--- config.mk ---
export PLATFORM = sky130hd
export DESIGN_NAME = fd_queue
export DESIGN_NICKNAME = d
export VERILOG_FILES = /design/src/rtl/fd_queue.sv
export SDC_FILE = /design/constraint.sdc
export NUM_CORES = 1
export LEC_CHECK = 0
export ABC_AREA = 1
export CORE_MARGIN = 3
export CORE_UTILIZATION = 45
export CTS_CLUSTER_SIZE = 28
export DETAILED_ROUTE_END_ITERATION = 8
export PLACE_DENSITY = 0.67
export RECOVER_POWER = 25
export SLEW_MARGIN = 30
export SYNTH_ARGS = -nofsm -noshare
export SYNTH_HDL_FRONTEND = slang
export SYNTH_SLANG_ARGS = --single-unit
export TNS_END_PERCENT = 10
--- constraint.sdc ---
create_clock -name clk -period 4.58 [get_ports clk]
set_clock_uncertainty 0.2 [all_clocks]
set_input_delay 0.916 -clock clk [delete_from_list [all_inputs] [get_ports clk]]
set_output_delay 0.916 -clock clk [all_outputs]
set_load 0.1 [all_outputs]
--- src/rtl/fd_queue.sv ---
// Fetch/decode decoupling queue: a DEPTH-entry circular buffer of {instr, pcplus4}
// sitting between fetch and decode, with a one-cycle push-to-head latency.
module fd_queue #(
   parameter int unsigned IW    = 32,
   parameter int unsigned PW    = 32,
   parameter int unsigned DEPTH = 4
) (
   input  logic                     clk,
   input  logic                     reset,
   input  logic                     pushF,
   input  logic [IW-1:0]            instrF,
   input  logic [PW-1:0]            pcplus4F,
   output logic                     readyF,
   input  logic                     stallD,
   input  logic                     flushD,
   output logic [IW-1:0]            instrD,
   output logic [PW-1:0]            pcplus4D,
   output logic                     validD,
   output logic [$clog2(DEPTH):0]   countQ
);

   localparam int unsigned AW = $clog2(DEPTH);
   localparam int unsigned CW = AW + 1;
   localparam int unsigned EW = IW + PW;

   logic [EW-1:0] mem_q [DEPTH];
   logic [AW-1:0] rp_q, rp_d;
   logic [AW-1:0] wp_q, wp_d;
   logic [CW-1:0] count_q, count_d;
   logic          push, pop;
   logic [EW-1:0] head;

   assign readyF = (count_q != CW'(DEPTH));
   assign validD = (count_q != '0);
   assign countQ = count_q;

   // Flush gates both handshakes so neither pointer moves on a flush cycle.
   assign push = pushF && readyF && !flushD;
   assign pop  = validD && !stallD && !flushD;

   assign head     = mem_q[rp_q];
   assign instrD   = validD ? head[EW-1:PW] : '0;
   assign pcplus4D = validD ? head[PW-1:0]  : '0;

   always_comb begin
      rp_d    = rp_q;
      wp_d    = wp_q;
      count_d = count_q;
      if (flushD) begin
         rp_d    = '0;
         wp_d    = '0;
         count_d = '0;
      end else begin
         if (pop) begin
            rp_d = rp_q + AW'(1);
         end
         if (push) begin
            wp_d = wp_q + AW'(1);
         end
         case ({push, pop})
            2'b10:   count_d = count_q + CW'(1);
            2'b01:   count_d = count_q - CW'(1);
            default: count_d = count_q;
         endcase
      end
   end

   always_ff @(posedge clk or negedge reset) begin
      if (!reset) begin
         rp_q    <= '0;
         wp_q    <= '0;
         count_q <= '0;
      end else begin
         rp_q    <= rp_d;
         wp_q    <= wp_d;
         count_q <= count_d;
      end
   end

   // Entry storage is never cleared; validity is tracked purely by count.
   always_ff @(posedge clk) begin
      if (push) begin
         mem_q[wp_q] <= {instrF, pcplus4F};
      end
   end

endmodule

==> impl_metrics.env, run 1 <==
export IMPL_die_h_um=158
export IMPL_grt_most_used_layer="met2"
export IMPL_yosys_area_share_simple_pct=10.5
export IMPL_synth_seq_area_share_pct=75.8
export IMPL_finalSetupViolCount=0
export IMPL_die_x_um=158
export IMPL_synth_adder_area_share_pct=0.675
export IMPL_hold_violations=0
export IMPL_synth_top_family_by_area="simple AND/OR/NAND/NOR gates"
export IMPL_first_pass_iters=5
export IMPL_ys_ff_latch=263
export IMPL_fin_crit_ns=3.67
export IMPL_vias=6436
export IMPL_start_util_pct=46.7
export IMPL_maxSlewViolCount=0
export IMPL_grt_ovfl_total=0
export IMPL_num_rows=54
export IMPL_synthArstFlopShare_pct=2.66
export IMPL_dieArea_mm2=0.0249
export IMPL_period_share_pct=80.2
export IMPL_drt_iter0_drc=424
export IMPL_grt_total_usage_pct=17.2
export IMPL_use_met1_pct=22.9
export IMPL_cts_htree_levels=1
export IMPL_dp_slack_ns=1.35
export IMPL_reg2reg_slack_ns=2.11
export IMPL_synth_distinct_cells=20
export IMPL_cts_setup_buffers=0
export IMPL_drive_above_1_share_pct=13.0
export IMPL_numCtsBuffers=27
export IMPL_grt_use_met3_pct=3.03
export IMPL_cts_root_buffer="clkbuf_16"
export IMPL_met2_usage_pct=29.4
export IMPL_maxCapViolCount=0
export IMPL_rsz0062_at_grt="no"
export IMPL_synth_top_flop_cell="edfxtp_1"
export IMPL_postCtsResizedCells=0
export IMPL_critPathKind="reg2out"
export IMPL_cts_sinks=263
export IMPL_crit_path_start_kind="register"
export IMPL_synth_compound_area_share_pct=9.65
export IMPL_antenna_found_initial=3
export IMPL_fmax_ghz=0.272
export IMPL_globalplace_congestion=0.754
export IMPL_cts_tree="built"
export IMPL_core_area_mm2=0.0222
export IMPL_clk_latency_ns=0.51
export IMPL_worstPathRequired_ns=3.46
export IMPL_mostFrequentLayoutCells="nor2_1, edfxtp_1, o21ai_0, buf_4, a21oi_1"
export IMPL_io_buffers=137
export IMPL_wirelength_um=21600
export IMPL_drc=0
export IMPL_ant_nets=0
export IMPL_layout_commonest_cell="nor2_1"
export IMPL_syn_area_mm2=0.0104
export IMPL_grt_pass1_vias=6271
export IMPL_ios=138
export IMPL_avgViaCountPerCell=5.15
export IMPL_dp_hpwl_um=11600
export IMPL_wire_per_inst_um=17.3
export IMPL_status="finished clean"
export IMPL_yosys_area_share_xor_xnor_pct=0.0844
export IMPL_final_nets=1022
export IMPL_setup_ws_ns=0.909
export IMPL_area_growth_pct=22.4
export IMPL_crit_arrival_ns=2.56
export IMPL_synth_mux_area_share_pct=0
export IMPL_grt_max_degree=71
export IMPL_ctsHoldBuffers=0
export IMPL_synthCells=819
export IMPL_clockBufferDepth=3
export IMPL_worst_slew_pin_slew_ns=0.980
export IMPL_synth_avg_cell_area_um2=12.7
export IMPL_clk_pin_slew_ns=0.06
export IMPL_setup_worst_path_end_class="primary output"
export IMPL_ys_warn_count=0
export IMPL_grt_pass1_wl_um=33600
export IMPL_worstPathMaxFanout=41
export IMPL_synth_edf_count=256
export IMPL_slew_headroom_pct=34.5
export IMPL_hp_class="reg2reg"
export IMPL_syn_nets=893
-- stage by stage --
stage | cells | utilization (%) | setup TNS [ns] | area (µm²) | hold WS [ns]
after floorplan | 819 | - | -40.77 | 10400 | 0.380
after global placement | 1199 | 53.3 | 0 | 11800 | 0.349
after detailed placement | 1199 | 53.3 | 0 | 11800 | 0.361
after CTS | 1248 | 57.1 | 0 | 12700 | 0.377
after global routing | 1250 | 57.1 | 0 | 12700 | 0.429
final | 1250 | 57.1 | 0 | 12700 | 0.381
-- worst paths after layout --
kind | from | to | cells past startpoint
worst max-delay path | rp_q[1] | pcplus4D[2] | 6
worst min-delay path | countQ[0] | countQ[0] | 1
worst max register to register | countQ[1] | mem_q[0][21] | 7
worst min register to register | countQ[0] | countQ[0] | 1
max in group asynchronous | reset | rp_q[0] | 1
min in group asynchronous | reset | countQ[0] | 1
-- area by class of cell --
class / count / area, µm²
diodes: 2 / 5.00
clock buffers: 28 / 679
clock inverters: 21 / 173
fillers: 1776 / 9530
inverters: 16 / 61.3
multi-input cells: 492 / 2200
flip-flops and latches: 263 / 7870
well taps: 280 / 350
repair buffers: 148 / 1370
-- registers in the layout, indices dropped and copies added, names as in the netlist --
register  count
rp_q          2
countQ        3
mem_q       256
wp_q          2
-- cell usage after synthesis, types with 2 or more instances --
cell type | instances | area share [%]
a21oi_1 | 68 | 3.3
buf_1 | 6 | 0.22
buf_2 | 15 | 0.72
buf_4 | 9 | 0.65
buf_6 | 7 | 0.76
clkbuf_1 | 11 | 0.40
dfrtp_1 | 7 | 1.7
edfxtp_1 | 256 | 74
ha_1 | 4 | 0.48
inv_1 | 14 | 0.51
inv_2 | 2 | 0.072
nand2_1 | 20 | 0.72
nand3_1 | 2 | 0.096
nor2_1 | 262 | 9.5
o21ai_0 | 128 | 6.2
o21ai_1 | 4 | 0.19
-- worst max-delay path, cell delays in order (launching register included) --
cell and delay (ns):
dfrtp_2 0.40, inv_2 0.41, buf_4 0.56, nor2_1 0.11, o21ai_0 0.10, a21oi_1 0.13
buf_4 0.29
-- metal layers --
metal  vias up  wire length (µm)  part of all wire [%]
met4         2               309                   1.4
li1       3151                 -                     -
met5         -                12                 0.056
met2       171             10900                    51
met3        23              1040                   4.8
met1      3089              9300                    43
-- cell families after synthesis --
kind of cell,after synthesis
buffers and inverters,64
xor gates and xnor gates,1
adders and majority gates,5
and+or+nand+nor,286
AOI/OAI and AO/OA,200
DFF,263
Power of run 1 is not shown: default switching activity piles up to over one toggle a cycle in this logic, so the estimate is an artifact.
==> run 2: changes to the inputs <==
--- a/config.mk
+++ b/config.mk
@@ -10,7 +10,7 @@
 export CORE_UTILIZATION = 45
 export CTS_CLUSTER_SIZE = 28
 export DETAILED_ROUTE_END_ITERATION = 8
-export PLACE_DENSITY = 0.67
+export PLACE_DENSITY = 0.7
 export RECOVER_POWER = 25
 export SLEW_MARGIN = 30
 export SYNTH_ARGS = -nofsm -noshare
==> constraint.sdc (replaced) <==
create_clock -name clk -period 3.25 [get_ports clk]
set_clock_uncertainty 0.2 [all_clocks]
set_input_delay 0.65 -clock clk [delete_from_list [all_inputs] [get_ports clk]]
set_output_delay 0.65 -clock clk [all_outputs]
set_load 0.1 [all_outputs]
==> impl_metrics.env, run 2 (synthesis gave the netlist of run 1 again) <==
export IMPL_diodes=0
export IMPL_crit_family="buffers and inverters"
export IMPL_critPathSlowestCell="dfrtp_4"
export IMPL_grt_pass1_vias=6354
export IMPL_io_buffers=137
export IMPL_fin_setup_tns_ns=0
export IMPL_worstPathMaxFanout=70
export IMPL_fmax_ghz=0.318
export IMPL_first_pass_iters=4
export IMPL_drt_iter0_drc=349
export IMPL_whs_ns=0.300
export IMPL_grt_pass1_wl_um=34100
export IMPL_clk_pin_slew_ns=0.06
export IMPL_cpPeakStageDelay_ns=0.58
export IMPL_avgViaCountPerCell=5.22
export IMPL_start_util_pct=46.7
export IMPL_cts_htree_levels=1
export IMPL_worstPathRequired_ns=2.40
export IMPL_maxSlewViolCount=0
export IMPL_layout_commonest_cell="nor2_1"
export IMPL_regMostFlops="mem_q"
export IMPL_grt_ovfl_total=0
export IMPL_area_growth_pct=33.2
export IMPL_grt_max_degree=113
export IMPL_final_nets=1026
export IMPL_ctsHoldBuffers=0
export IMPL_core_area_mm2=0.0222
export IMPL_drc=0
export IMPL_crit_path_start_kind="register"
export IMPL_die_x_um=158
export IMPL_cp_cell_sequence="clkinv_4, buf_12, o21ai_0, a21oi_2, buf_12"
export IMPL_cts_sinks=263
export IMPL_largest_register_ffs=256
export IMPL_hold_violations=0
export IMPL_finalSetupViolCount=0
export IMPL_crit_arrival_ns=2.29
export IMPL_grt_total_usage_pct=17.6
export IMPL_cts_root_buffer="clkbuf_16"
export IMPL_die_h_um=158
export IMPL_wire_per_inst_um=18.0
export IMPL_dieArea_mm2=0.0249
export IMPL_hp_class="in2async"
export IMPL_period_share_pct=96.6
export IMPL_dp_hpwl_um=12300
export IMPL_critPathKind="reg2out"
export IMPL_globalplace_congestion=0.761
export IMPL_slew_headroom_pct=69.8
export IMPL_num_rows=54
export IMPL_reg2reg_slack_ns=1.04
export IMPL_path_buf_inv=3
export IMPL_worst_slew_pin_slew_ns=0.453
export IMPL_cts_tree="built"
export IMPL_fill_cells=1663
export IMPL_clk_latency_ns=0.50
export IMPL_ios=138
export IMPL_numCtsBuffers=26
export IMPL_wirelength_um=22500
export IMPL_status="finished clean"
export IMPL_rsz0062_at_grt="no"
export IMPL_fin_crit_ns=3.14
export IMPL_drive_above_1_share_pct=20.6
export IMPL_maxCapViolCount=0
export IMPL_mostFrequentLayoutCells="nor2_1, edfxtp_1, o21ai_0, buf_12, a21oi_2"
export IMPL_vias=6529
export IMPL_setup_worst_path_end_class="primary output"
export IMPL_antenna_found_initial=3
export IMPL_ant_nets=0
export IMPL_cpMostUsedCell="buf_12"
export IMPL_clockBufferDepth=3
-- run 2: metal layers --
metal	GRT usage [%]	part of all wire [%]	vias to the layer above
li1	-	-	3156
met1	23.2	42	3167
met2	30.4	51	168
met3	3.06	5.5	32
met4	4.30	1.6	6
met5	0	0.16	-
-- run 2: final timing paths --
kind	startpoint	end	depth (start not counted)
worst max-delay path	rp_q[0]	instrD[29]	5
min in group clk	countQ[0]	countQ[0]	1
max in group asynchronous	reset	rp_q[0]	1
worst max register to register	countQ[0]	mem_q[1][20]	7
worst min register to register	countQ[0]	countQ[0]	1
worst min-delay path	reset	rp_q[0]	1
-- run 2: area by class of cell --
type | count | area (µm²) | area share [%]
sequential | 263 | 7870 | 57.0
timing repair buffer | 153 | 2270 | 16.4
clock buffer | 37 | 733 | 5.31
multi-input combinational | 492 | 2450 | 17.8
tap | 280 | 350 | 2.54
inverter | 16 | 67.6 | 0.489
clock inverter | 9 | 66.3 | 0.480
-- run 2: timing repair --
item / 4_1_cts / 5_1_grt
setup endpoints to repair: 47 / 43
gates cloned: 0 / 1
resized for setup: 3 / 0
pin swaps: 1 / 0
buffers inserted: 0 / 1
-- run 2: metrics by stage --
step | utilization (%) | cells | cell area [µm²] | worst slack (ns)
CTS | 62.0 | 1248 | 13800 | 0.0124
global route | 62.1 | 1250 | 13800 | 0.0211
finish | 62.1 | 1250 | 13800 | 0.110
global placement | 58.3 | 1202 | 13000 | 0.516
detailed placement | 58.3 | 1202 | 13000 | 0.486
floorplan | - | 819 | 10700 | -0.603
Power of run 2 is left out for the same reason.
